`src/rtl/adder_operand_sequencer.sv`:
```
// adder_operand_sequencer
//   Feeds an external combinational two's-complement adder. Operand A, then
//   operand B, arrive one at a time on a valid/ready byte stream and are held
//   on registered outputs. One cycle after B is taken the adder's sum and
//   status flags are captured, a signed-overflow flag is added, and the
//   result is offered on a valid/ready output. A running count of consumed
//   results is kept.
//
// Ports
//   clk, reset                 rising-edge clock, synchronous active-high reset
//   in_data/in_valid/in_ready  operand byte stream (A first, then B)
//   op_a, op_b                 registered operands to the adder inputs
//   sum_in, z_in, n_in, p_in   adder sum and zero/negative/even flags
//   res_data, res_z/n/p/v      captured sum, flags, and signed overflow
//   res_valid/res_ready        result handshake
//   res_count                  number of results consumed (wraps)
//
// state  | meaning
// WAIT_A | ready for operand A
// WAIT_B | A held, ready for operand B
// CALC   | both operands stable at the adder, capture its outputs this edge
// HOLD   | result presented, waiting for the consumer
module adder_operand_sequencer #(
   parameter int T  = 8,
   parameter int CW = 8
) (
   input  logic          clk,
   input  logic          reset,
   input  logic [T-1:0]  in_data,
   input  logic          in_valid,
   output logic          in_ready,
   output logic [T-1:0]  op_a,
   output logic [T-1:0]  op_b,
   input  logic [T-1:0]  sum_in,
   input  logic          z_in,
   input  logic          n_in,
   input  logic          p_in,
   output logic [T-1:0]  res_data,
   output logic          res_z,
   output logic          res_n,
   output logic          res_p,
   output logic          res_v,
   output logic          res_valid,
   input  logic          res_ready,
   output logic [CW-1:0] res_count
);

   typedef enum logic [1:0] {
      WAIT_A = 2'd0,
      WAIT_B = 2'd1,
      CALC   = 2'd2,
      HOLD   = 2'd3
   } state_t;

   state_t        state, state_nx;
   logic [T-1:0]  op_a_nx, op_b_nx, res_data_nx;
   logic          res_z_nx, res_n_nx, res_p_nx, res_v_nx, res_valid_nx;
   logic [CW-1:0] res_count_nx;
   logic          in_xfer, out_xfer;

   assign in_ready = (state == WAIT_A) || (state == WAIT_B);
   assign in_xfer  = in_valid & in_ready;
   assign out_xfer = res_valid & res_ready;

   always_ff @(posedge clk) begin
      if (reset) begin
         state     <= WAIT_A;
         op_a      <= '0;
         op_b      <= '0;
         res_data  <= '0;
         res_z     <= 1'b0;
         res_n     <= 1'b0;
         res_p     <= 1'b0;
         res_v     <= 1'b0;
         res_valid <= 1'b0;
         res_count <= '0;
      end else begin
         state     <= state_nx;
         op_a      <= op_a_nx;
         op_b      <= op_b_nx;
         res_data  <= res_data_nx;
         res_z     <= res_z_nx;
         res_n     <= res_n_nx;
         res_p     <= res_p_nx;
         res_v     <= res_v_nx;
         res_valid <= res_valid_nx;
         res_count <= res_count_nx;
      end
   end

   always_comb begin
      state_nx     = state;
      op_a_nx      = op_a;
      op_b_nx      = op_b;
      res_data_nx  = res_data;
      res_z_nx     = res_z;
      res_n_nx     = res_n;
      res_p_nx     = res_p;
      res_v_nx     = res_v;
      res_valid_nx = res_valid;
      res_count_nx = res_count;
      case (state)
         WAIT_A: begin
            if (in_xfer) begin
               op_a_nx  = in_data;
               state_nx = WAIT_B;
            end
         end
         WAIT_B: begin
            if (in_xfer) begin
               op_b_nx  = in_data;
               state_nx = CALC;
            end
         end
         CALC: begin
            res_data_nx  = sum_in;
            res_z_nx     = z_in;
            res_n_nx     = n_in;
            res_p_nx     = p_in;
            // overflow: operands share a sign and the sum's sign differs
            res_v_nx     = (op_a[T-1] == op_b[T-1]) && (sum_in[T-1] != op_a[T-1]);
            res_valid_nx = 1'b1;
            state_nx     = HOLD;
         end
         HOLD: begin
            if (out_xfer) begin
               res_valid_nx = 1'b0;
               res_count_nx = res_count + 1'b1;
               state_nx     = WAIT_A;
            end
         end
         default: state_nx = WAIT_A;
      endcase
   end

endmodule

```
`config.mk`:
```
export PLATFORM = sky130hd
export DESIGN_NAME = adder_operand_sequencer
export DESIGN_NICKNAME = d
export VERILOG_FILES = /design/src/rtl/adder_operand_sequencer.sv
export SDC_FILE = /design/constraint.sdc
export NUM_CORES = 1
export LEC_CHECK = 0
export CORE_MARGIN = 2
export CORE_UTILIZATION = 43
export DETAILED_ROUTE_END_ITERATION = 6
export GPL_TIMING_DRIVEN = 0
export PLACE_DENSITY = 0.79
export SLEW_MARGIN = 20
export SYNTH_ARGS = -nofsm -noshare
export SYNTH_HDL_FRONTEND = slang
export SYNTH_SLANG_ARGS = --single-unit
```
`constraint.sdc`:
```
create_clock -name clk -period 1.95 [get_ports clk]
set_clock_uncertainty 0.2 [all_clocks]
set_input_delay 0.2925 -clock clk [delete_from_list [all_inputs] [get_ports clk]]
set_output_delay 0.2925 -clock clk [all_outputs]
set_load 0.01 [all_outputs]
```
==> results.tsv <==
stage	metric	value	unit
finish	most common cell after layout, fill and taps aside	clkdlybuf4s50_1	
min_path	worst min path class	primary input to flip-flop	
die	DIE WIDTH	64.67	um
pwr	combinational power share	36.0	%
grt	vias in the first global route	1451	
detailed_routing	via/cell ratio	5.110	
die	Initial Utilization	43.89	%
finish	share of layout cells above drive strength 1	9.836	%
die	Die Span Y	64.67	um
detailed_routing	met3 routed wirelength	226	um
timing	Slew @ Worst Pin	0.5089	ns
detailed_routing	Routed Antenna Nets	0	
clocking	cts bufs inserted	5	
timing	post-route minimum period	1.832	ns
grt	initial antenna violation count	0	
synth	Mean Syn Cell Area	8.892	um^2
timing	Final setup viols	0	
pwr	leak pwr	0.8510	nW
setup_path	Top delay family on crit path	buffers and inverters	
setup_path	max incr delay on CP	0.59	ns
pwr	P_int	1.863	mW
synth	Syn Nets	206	
finish	antenna cell count	0	
detailed_routing	total wire length	3791	um
setup_path	Worst R2R Start	state[0]$_SDFFE_PP0P_	
setup_path	Worst Path Class, Setup	flip-flop to output pin	
min_path	Hold Crit Start	reset	
die	die area	0.004182	mm^2
timing	fin crit share	93.93	%
placed_design	Post-Place Cells	285	
pwr	total power	2.723	mW
clocking	root buf cell	clkbuf_8	
setup_path	WP data arrival	1.34	ns
clocking	H-tree levels	2	
detailed_routing	Initial DRT Pass Iterations	4	
clocking	Reg clk slew, reported paths	0.07	ns
synth	Synth cell types	29	
die	I/O pin count	61	
timing	RSZ-0062 raised after global routing	no	
pwr	clock share of power	25.4	%
setup_path	crit-path max FO	6	
timing	fmax	0.5460	GHz
synth	Mapped Area	0.001583	mm^2
grt	first-pass GRT wire length	6320	um
setup_path	required time of the critical path	1.46	ns
timing	count of pins over their slew limit	0	
finish	filler-free cell count of the finished design	292	
setup_path	Critical-path top delay cell	clkdlybuf4s50_1	
clocking	clk_lat worst skew	0.29	ns
synth	Yosys reg bits	39	
clocking	TritonCTS clock tree	yes	
placed_design	Final HPWL DP	2713	um
grt	total grt overflow	0	
timing	Hold Vio Cnt, Final	0	
setup_path	Startpoint Class	flip-flop	
finish	most frequent cells in the layout	clkdlybuf4s50_1, dfxtp_1, a21oi_1, nand2_1, nand3_1	
synth	warnings from Yosys	0	
finish	nets	271	
detailed_routing	wl on met1	1772	um
die	Placement Rows	22	
placed_design	port bufs	59	
grt	Global Route Usage Sum	19.71	%
pwr	Sequential Power Share	38.6	%
clocking	total clock sinks	39	
pwr	Pwr Density	1142	mW/mm^2
die	Core ar.	0.003606	mm^2
detailed_routing	wire length per cell	12.98	um
detailed_routing	met2 wire length	1750	um
setup_path	critical path cell sequence	clkdlybuf4s50_1	
setup_path	Buf/Inv on CP	1	
detailed_routing	DR iter-0 viols	79	
detailed_routing	Remaining DRCs	0	
placed_design	Setup WS pre-CTS	-0.2535	ns
synth	sequential share of the synthesized area	49.33	%
clocking	clock tree buffer depth	2	
pwr	Sw Pwr	0.8594	mW
finish	Area Overhead vs Synth	50.67	%
timing	final setup margin	0.1184	ns
timing	Max-slew headroom	66.07	%
grt	largest net degree at the start of global routing	13	
pwr	maximum vdd ir drop	0.6615	mV
setup_path	Worst setup EP type	output pin	
setup_path	CP startpoint	res_valid$_SDFFE_PP0P_	
synth	Mapped Cells	178	
run_status	status	finished clean	
run	Max Cap Viol	0	
detailed_routing	DR top layer	met4	
clocking	cts hold-fix bufs	0	
placed_design	GPL Wtd Cong	0.7948	
pwr	Sw Share	31.56	%
detailed_routing	vias	1492	
[layer usage]
layer  vias to the layer above  track usage [%]
met1                       689            23.21
met4                         0            8.511
met5                         -                0
met2                        46            31.25
met3                         4            8.507
li1                        753                -
[area by class of cell]
cell class	count	area (um^2)
buffer	7	31.28
clock buffer	6	82.58
clock inverter	2	35.03
fill	322	1221
inverter	3	11.26
multi-input combinational	126	775.7
sequential	39	788.3
tap	48	60.06
timing repair buffer	61	600.6
[cell usage after synthesis]
master     n  area [um^2]
a21boi_0   1        7.510
clkbuf_1   7        26.28
nor2_1    16        60.06
nand2_1   21        78.83
dfxtp_1   39        780.8
or3_1      2        12.51
buf_2      2        10.01
nand4_4    1        21.27
a21oi_1   26        130.1
or3_2      1        7.510
nor3_1     1        5.000
nand4_1    1        6.260
xor2_1     1        8.760
nand3_1   20        100.1
o21ai_0    4        20.02
nor4_1     1        6.260
or2_2      1        6.260
or4_1      3        22.52
a211oi_1   1        7.510
buf_1      1        3.750
ha_1       5        62.56
a21bo_2    1        10.01
o21bai_1   1        7.510
o31ai_1    3        22.52
and2b_2    1        8.760
inv_1      3        11.26
mux2i_1   12        120.1
o21ba_2    1        10.01
and3b_1    1        8.760
[per-stage QoR]
step / TNS [ns] / hold slack [ns] / instance area (um^2) / utilization, %
floorplan: 0 / 0.2397 / 1583 / -
global placement: -0.2285 / 0.2424 / 2233 / 61.94
detailed placement: -0.2917 / 0.2490 / 2233 / 61.94
CTS: 0 / 0.2002 / 2389 / 66.24
global route: 0 / 0.2215 / 2385 / 66.13
finish: 0 / 0.2076 / 2385 / 66.13
[cell families after synthesis]
| logic type | after synthesis | synth area share, % |
|---|---|---|
| AND/OR/NAND/NOR | 70 | 21.74 |
| flip-flops | 39 | 49.33 |
| AO/OA/AOI/OAI | 38 | 13.60 |
| buffers and inverters | 13 | 3.241 |
| multiplexers | 12 | 7.589 |
| adder cells (fa/ha/maj) | 5 | 3.953 |
| XOR/XNOR | 1 | 0.5535 |
[flip-flops by register name, summed over array words and instances, names as in the netlist]
register and count:
op_a 8, state 2, res_n 1, res_v 1, res_z 1, res_count 8, res_data 8, res_p 1
res_valid 1, op_b 8
[worst paths after layout]
kind / endpoint / slack, ns / cells past startpoint
max: res_valid / 0.12 / 1
min: res_data[0]$_SDFFE_PP0P_ / 0.21 / 2
max reg2reg: res_count[6]$_SDFFE_PP0P_ / 0.19 / 4
min reg2reg: op_a[6]$_SDFFE_PP0P_ / 0.26 / 2
[power by group through the flow]
| stage | Combinational [mW] | Sequential [mW] | Clock, mW |
|---|---|---|---|
| 2_1_floorplan | 0.476 | 1.09 | 0 |
| 3_3_place_gp | 0.923 | 1.04 | 0 |
| 3_5_place_dp | 0.940 | 1.05 | 0 |
| 4_1_cts | 0.991 | 1.04 | 0.709 |
| 5_1_grt | 1.08 | 1.07 | 0.750 |
| 6_report | 0.980 | 1.05 | 0.692 |
[repair_timing]
| item | CTS | global route |
|---|---|---|
| gates resized for setup | 10 | 3 |
| pin swaps | 2 | 0 |
| setup endpoints to repair | 1 | 10 |
| gates cloned | 0 | 0 |
| buffers inserted | 2 | 0 |
No activity file was read; power rests on OpenSTA's default activity.
